`config.mk`:
```
export PLATFORM = sky130hd
export DESIGN_NAME = branch_target_buffer_flat
export DESIGN_NICKNAME = d
export VERILOG_FILES = /design/src/rtl/btb_if.sv /design/src/rtl/branch_target_buffer.sv /design/src/flat_wrapper.sv
export SDC_FILE = /design/constraint.sdc
export NUM_CORES = 1
export LEC_CHECK = 0
export ABC_CLOCK_PERIOD_IN_PS = 5500
export CELL_PAD_IN_SITES_DETAIL_PLACEMENT = 1
export CELL_PAD_IN_SITES_GLOBAL_PLACEMENT = 1
export CORE_ASPECT_RATIO = 1.4
export CORE_MARGIN = 10
export CORE_UTILIZATION = 54
export DETAILED_ROUTE_END_ITERATION = 7
export GPL_TIMING_DRIVEN = 0
export PLACE_DENSITY = 0.83
export SLEW_MARGIN = 5
export SYNTH_ARGS = -nofsm -noshare
export SYNTH_HDL_FRONTEND = slang
export SYNTH_SLANG_ARGS = --single-unit
```
`constraint.sdc`:
```
create_clock -name clk_i -period 5.5 [get_ports clk_i]
set_input_delay 0.55 -clock clk_i [delete_from_list [all_inputs] [get_ports clk_i]]
set_output_delay 0.55 -clock clk_i [all_outputs]
set_load 0.02 [all_outputs]
```
`src/rtl/btb_if.sv`:
```
// Fetch-side lookup and resolution-side training bundle for the branch target buffer.
// The stat_* counters exist only when BTB_STATS_EN is defined.
interface btb_if;
  logic [31:0] if_pc;
  logic        if_ihit;
  logic        pred_hit;
  logic        pred_taken;
  logic [31:0] pred_npc;
  logic        upd_en;
  logic [31:0] upd_pc;
  logic        upd_taken;
  logic [31:0] upd_target;
  logic        upd_mispred;
`ifdef BTB_STATS_EN
  logic [31:0] stat_lookups;
  logic [31:0] stat_hits;
  logic [31:0] stat_mispreds;
`endif

  modport slave (
`ifdef BTB_STATS_EN
    output stat_lookups, stat_hits, stat_mispreds,
`endif
    input  if_pc, if_ihit, upd_en, upd_pc, upd_taken, upd_target, upd_mispred,
    output pred_hit, pred_taken, pred_npc
  );

  modport master (
`ifdef BTB_STATS_EN
    input  stat_lookups, stat_hits, stat_mispreds,
`endif
    output if_pc, if_ihit, upd_en, upd_pc, upd_taken, upd_target, upd_mispred,
    input  pred_hit, pred_taken, pred_npc
  );
endinterface

```
`src/rtl/branch_target_buffer.sv`:
```
// Direct-mapped BTB with a 2-bit saturating direction counter per entry; combinational lookup.
// Define BTB_STATS_EN to add lookup/hit/mispredict statistics counters.
module branch_target_buffer #(
  parameter int         IDXW   = 4,
  parameter logic [1:0] CNTRST = 2'b01
) (
  input logic clk_i,
  input logic rst_i,
  btb_if.slave bus
);
  localparam int ENTRIES = 2 ** IDXW;
  localparam int TAGW    = 30 - IDXW;

  logic            valid_q [ENTRIES];
  logic [TAGW-1:0] tag_q   [ENTRIES];
  logic [29:0]     tgt_q   [ENTRIES];
  logic [1:0]      cnt_q   [ENTRIES];

  logic [IDXW-1:0] lk_idx;
  logic [TAGW-1:0] lk_tag;
  logic            lk_hit;
  logic            lk_taken;

  logic [IDXW-1:0] upd_idx;
  logic [TAGW-1:0] upd_tag;
  logic            upd_hit;
  logic            wr_en;
  logic            valid_d;
  logic [TAGW-1:0] tag_d;
  logic [29:0]     tgt_d;
  logic [1:0]      cnt_d;

  // Lookup reads only registered state, so a same-cycle update is seen next cycle.
  assign lk_idx   = bus.if_pc[IDXW+1:2];
  assign lk_tag   = bus.if_pc[31:IDXW+2];
  assign lk_hit   = valid_q[lk_idx] && (tag_q[lk_idx] == lk_tag);
  assign lk_taken = lk_hit && cnt_q[lk_idx][1];

  assign bus.pred_hit   = lk_hit;
  assign bus.pred_taken = lk_taken;
  assign bus.pred_npc   = lk_taken ? {tgt_q[lk_idx], 2'b00} : (bus.if_pc + 32'd4);

  assign upd_idx = bus.upd_pc[IDXW+1:2];
  assign upd_tag = bus.upd_pc[31:IDXW+2];
  assign upd_hit = valid_q[upd_idx] && (tag_q[upd_idx] == upd_tag);

  always_comb begin
    wr_en   = 1'b0;
    valid_d = valid_q[upd_idx];
    tag_d   = tag_q[upd_idx];
    tgt_d   = tgt_q[upd_idx];
    cnt_d   = cnt_q[upd_idx];
    if (bus.upd_en) begin
      if (upd_hit) begin
        wr_en = 1'b1;
        if (bus.upd_taken) begin
          cnt_d = (cnt_q[upd_idx] == 2'b11) ? 2'b11 : cnt_q[upd_idx] + 2'd1;
          tgt_d = bus.upd_target[31:2];
        end else begin
          cnt_d = (cnt_q[upd_idx] == 2'b00) ? 2'b00 : cnt_q[upd_idx] - 2'd1;
        end
      end else if (bus.upd_taken) begin
        // Allocation evicts whatever aliased into this slot.
        wr_en   = 1'b1;
        valid_d = 1'b1;
        tag_d   = upd_tag;
        tgt_d   = bus.upd_target[31:2];
        cnt_d   = 2'b10;
      end
    end
  end

  always_ff @(posedge clk_i) begin
    if (rst_i) begin
      for (int i = 0; i < ENTRIES; i++) begin
        valid_q[i] <= 1'b0;
        cnt_q[i]   <= CNTRST;
      end
    end else if (wr_en) begin
      valid_q[upd_idx] <= valid_d;
      tag_q[upd_idx]   <= tag_d;
      tgt_q[upd_idx]   <= tgt_d;
      cnt_q[upd_idx]   <= cnt_d;
    end
  end

`ifdef BTB_STATS_EN
  logic [31:0] lookups_q, hits_q, mispreds_q;
  logic [31:0] lookups_d, hits_d, mispreds_d;

  always_comb begin
    lookups_d  = lookups_q  + {31'd0, bus.if_ihit};
    hits_d     = hits_q     + {31'd0, bus.if_ihit && lk_hit};
    mispreds_d = mispreds_q + {31'd0, bus.upd_en && bus.upd_mispred};
  end

  always_ff @(posedge clk_i) begin
    if (rst_i) begin
      lookups_q  <= 32'd0;
      hits_q     <= 32'd0;
      mispreds_q <= 32'd0;
    end else begin
      lookups_q  <= lookups_d;
      hits_q     <= hits_d;
      mispreds_q <= mispreds_d;
    end
  end

  assign bus.stat_lookups  = lookups_q;
  assign bus.stat_hits     = hits_q;
  assign bus.stat_mispreds = mispreds_q;
`endif

  // Byte-offset bits are ignored; ihit/mispred feed only the optional statistics.
  logic unused_inputs;
  assign unused_inputs = ^{bus.if_pc[1:0], bus.upd_pc[1:0], bus.upd_target[1:0],
                           bus.if_ihit, bus.upd_mispred};
endmodule
```
`src/flat_wrapper.sv`:
```
// flat-port wrapper written by rule: the top's interface ports become plain ports
module branch_target_buffer_flat 
#(
  parameter int         IDXW   = 4,
  parameter logic [1:0] CNTRST = 2'b01
)
  (clk_i, rst_i, bus_if_pc, bus_if_ihit, bus_upd_en, bus_upd_pc, bus_upd_taken, bus_upd_target, bus_upd_mispred, bus_pred_hit, bus_pred_taken, bus_pred_npc);
  btb_if bus_i ();
  input logic clk_i;
  input logic rst_i;
  input wire logic [$bits(bus_i.if_pc)-1:0] bus_if_pc;
  input wire logic [$bits(bus_i.if_ihit)-1:0] bus_if_ihit;
  input wire logic [$bits(bus_i.upd_en)-1:0] bus_upd_en;
  input wire logic [$bits(bus_i.upd_pc)-1:0] bus_upd_pc;
  input wire logic [$bits(bus_i.upd_taken)-1:0] bus_upd_taken;
  input wire logic [$bits(bus_i.upd_target)-1:0] bus_upd_target;
  input wire logic [$bits(bus_i.upd_mispred)-1:0] bus_upd_mispred;
  output wire logic [$bits(bus_i.pred_hit)-1:0] bus_pred_hit;
  output wire logic [$bits(bus_i.pred_taken)-1:0] bus_pred_taken;
  output wire logic [$bits(bus_i.pred_npc)-1:0] bus_pred_npc;
  assign bus_i.if_pc = bus_if_pc;
  assign bus_i.if_ihit = bus_if_ihit;
  assign bus_i.upd_en = bus_upd_en;
  assign bus_i.upd_pc = bus_upd_pc;
  assign bus_i.upd_taken = bus_upd_taken;
  assign bus_i.upd_target = bus_upd_target;
  assign bus_i.upd_mispred = bus_upd_mispred;
  assign bus_pred_hit = bus_i.pred_hit;
  assign bus_pred_taken = bus_i.pred_taken;
  assign bus_pred_npc = bus_i.pred_npc;
  branch_target_buffer #(.IDXW(IDXW), .CNTRST(CNTRST)) u_core (.clk_i(clk_i), .rst_i(rst_i), .bus(bus_i));
endmodule
```
==> results.sh <==
export IMPL_status="complete, but fails checks"
export IMPL_violations="setup timing"
export IMPL_power_total_w=0.0158
export IMPL_syn_area_mm2=0.0427
export IMPL_p_per_area_mw_per_mm2=320
export IMPL_initial_core_util_pct=54.7
export IMPL_synth_area_top_cells="edfxtp_1, mux4_2, mux2i_1, xnor2_1, mux2_2"
export IMPL_grt_max_degree=22
export IMPL_ant_nets=0
export IMPL_path_cells="clkdlybuf4s50_1, buf_2, buf_2, mux4_2, a22oi_1, nand2_1, xnor2_1, and2_1, o211ai_1, nor4_2, or2_1, buf_6, buf_6, mux2i_2"
export IMPL_setup_violations=159
export IMPL_worstSetupEndpointType="register"
export IMPL_cts_root_buffer="clkbuf_16"
export IMPL_grt_pass1_wl_mm=209
export IMPL_fin_worst_skew_ns=0.0439
export IMPL_grt_pass1_vias=27300
export IMPL_synth_edf_count=944
export IMPL_crit_required_ns=5.83
export IMPL_die_w_um=258
export IMPL_cts_tree="built"
export IMPL_final_hold_violation_count=0
export IMPL_clk_latency_ns=0.69
export IMPL_crit_slowest_cell="mux2i_2"
export IMPL_overflow=0
export IMPL_critPathTopFamily="buffers and inverters"
export IMPL_max_slew_margin_pct=6.80
export IMPL_cts_path_max_buffers=3
export IMPL_synth_top_family_by_area="multiplexers"
export IMPL_worstHoldStart="bus_upd_target[5]"
export IMPL_row_count=121
export IMPL_vdd_drop_max_v=0.000274
export IMPL_synth_yosys_seq_area_share_pct=66.4
export IMPL_via_per_inst=7.19
export IMPL_setup_ws_ns=-0.127
export IMPL_min_delay_path_class="in -> reg"
export IMPL_postCtsHoldBufs=0
export IMPL_fin_nets=2581
export IMPL_r2r_start="u_core.tag_q[14][2]"
export IMPL_core_area_mm2=0.0781
export IMPL_drv_slew=0
export IMPL_cpPeakStageDelay_ns=0.77
export IMPL_synth_compound_area_share_pct=2.66
export IMPL_grt_total_usage_pct=32.5
export IMPL_async_flop_share_pct=0
export IMPL_antenna_found_initial=8
export IMPL_wl_mm=148
export IMPL_die_area_mm2=0.0909
export IMPL_path_class="in -> reg"
export IMPL_rsz0062_at_grt="true"
export IMPL_r2r_end="u_core.tag_q[10][2]"
export IMPL_port_buffers=122
export IMPL_area_delta_synth_final_pct=16.1
export IMPL_r2r_setup_slack_ns=0.60
export IMPL_cap_violations=0
export IMPL_syn_nets=2296
export IMPL_synth_xor_area_share_pct=1.64
export IMPL_first_iter_violations=3773
export IMPL_num_vias=25900
export IMPL_synth_top_cell_by_area="edfxtp_1"
export IMPL_cp_start_kind="input pin"
export IMPL_synthMuxAreaShare_pct=23.2
export IMPL_finalCriticalPeriod_ns=5.63
export IMPL_cts_sinks=944
export IMPL_final_layout_size_suffix_gt1_share_pct=31.4
export IMPL_fillCellCount=6562
export IMPL_dp_slack_ns=-1.52
export IMPL_gp_congestion=0.965
export IMPL_synthDistinctLibCells=79
export IMPL_htreeDepth=3
export IMPL_ys_ff_latch=944
export IMPL_hold_path_end="u_core.tgt_q[11][3]"
export IMPL_hpwl_mm=102
export IMPL_cp_arrival_ns=5.96
export IMPL_cp_buffers_inverters=5
export IMPL_crit_fanout=16
export IMPL_synthAdderAreaFrac_pct=0.0527
export IMPL_holdPathStages=1
export IMPL_utilization_pct=63.5
export IMPL_fmax_ghz=0.178
export IMPL_synthSimpleGateAreaFrac_pct=3.92
export IMPL_synth_most_common_cell="edfxtp_1"
export IMPL_tightest_slew_ns=1.40
export IMPL_routedWlPerCell_um=41.1
export IMPL_syn_instance_count=2193
export IMPL_synth_top_area_share_pct=66.4
export IMPL_first_pass_iters=5
export IMPL_die_h_um=353
export IMPL_synth_avg_cell_area_um2=19.5
export IMPL_synthFlopType="edfxtp_1"
export IMPL_p_leak_nw=15.9
export IMPL_io_pins=136
export IMPL_ff2ff_path_depth=10
export IMPL_numCtsBuffers=89
export IMPL_ys_warn_count=0
export IMPL_finalCritPeriodShare_pct=102
export IMPL_clk_pin_slew_ns=0.07
export IMPL_drc_errors=0
export IMPL_synth_common_cells="edfxtp_1, mux4_2, mux2i_1"
[per-stage QoR]
step | TNS (ns) | cells | cell area [µm²] | hold WS, ns
after detailed placement | -259.61 | 3428 | 46400 | 1.25
after global routing | -7.93 | 3597 | 49600 | 0.859
after global placement | -1925.02 | 3360 | 45200 | 1.20
after CTS | 0 | 3594 | 49500 | 0.779
final | -7.90 | 3598 | 49600 | 0.821
after floorplan | 0 | 2193 | 42700 | 0.649
[kinds of logic (layout without fill, tap and decap cells)]
| group | Yosys count | in the layout |
|---|---|---|
| flip-flops | 944 | 944 |
| AO/OA/AOI/OAI | 155 | 155 |
| other | 0 | 2 |
| XOR/XNOR | 80 | 80 |
| adder cells (fa/ha/maj) | 2 | 2 |
| buffers and inverters | 163 | 521 |
| multiplexers | 522 | 522 |
| AND/OR/NAND/NOR | 327 | 327 |
[state kept, by name, summed over array words and instances, names as in the netlist]
name,count
u_core.cnt_q,32
u_core.tag_q,416
u_core.tgt_q,480
u_core.valid_q,16
[placed cells by master, fill, tap and decap left out, drive strengths merged, types with 15 or more instances in the layout]
cell / count
a21oi: 42
a22oi: 28
buf: 156
clkbuf: 164
clkdlybuf4s50: 105
clkinv: 45
edfxtp: 944
inv: 21
mux2: 40
mux2i: 113
mux4: 369
nand2: 86
nand3: 33
nor2: 70
nor3: 40
nor4: 20
o21ai: 15
or2: 20
xnor2: 56
xor2: 24
[how the worst max path moves through the flow]
| stage | startpoint | endpoint | slack [ns] | depth (start not counted) |
|---|---|---|---|---|
| global placement | bus_upd_pc[2] | u_core.cnt_q[3][1] | -4.94 | 12 |
| CTS | bus_upd_pc[5] | u_core.tag_q[11][12] | 0.002 | 14 |
| detailed placement | bus_if_pc[3] | bus_pred_npc[18] | -1.52 | 13 |
| floorplan | bus_upd_pc[3] | u_core.cnt_q[10][0] | 0.38 | 11 |
| finish | bus_upd_pc[5] | u_core.tag_q[10][2] | -0.13 | 14 |
| global route | bus_upd_pc[5] | u_core.tag_q[0][2] | -0.12 | 14 |
[cell type report]
type                            count  area [µm²]  area share [%]
Clock buffer                      108        2360            4.76
Sequential cell                   944       28300            57.2
Tap cell                         1045        1310            2.64
Inverter                           20        75.1           0.151
Antenna cell                        2        5.00          0.0101
Multi-Input combinational cell   1086       13800            27.8
Buffer                            143        1010            2.04
Timing Repair Buffer              194        2180            4.40
Clock inverter                     56         528            1.06
[repair_timing]
item                       4_1_cts  5_1_grt
gates resized for setup         98       19
pin swaps                        2        1
setup buffers                    2        2
setup endpoints to repair       69      172
[where the power goes]
part / total, W / internal [W] / switching [W]
clock network: 0.00624 / 0.00345 / 0.00279
logic: 0.00154 / 0.000589 / 0.000952
registers: 0.00806 / 0.00804 / 0.0000241
[worst register-to-register path, stage by stage (launching register included)]
cell and delay [ns]:
edfxtp_1 0.40, mux4_2 0.57, a32o_1 0.30, a2111oi_0 0.81, a41o_1 0.36, nand3_1 0.11
nor4_2 0.53, or2_1 0.21, buf_6 0.19, buf_6 0.29, mux2i_2 0.77
[layer usage]
metal	part of all wire, %	wire (µm)	global-route usage [%]	up-vias
met2	50	73500	53.7	2051
li1	-	-	-	9785
met4	7.6	11300	21.8	14
met5	0.061	91	0	-
met1	32	47700	37.2	13500
met3	10	15400	7.84	564
(Power assumes the default switching activity.)
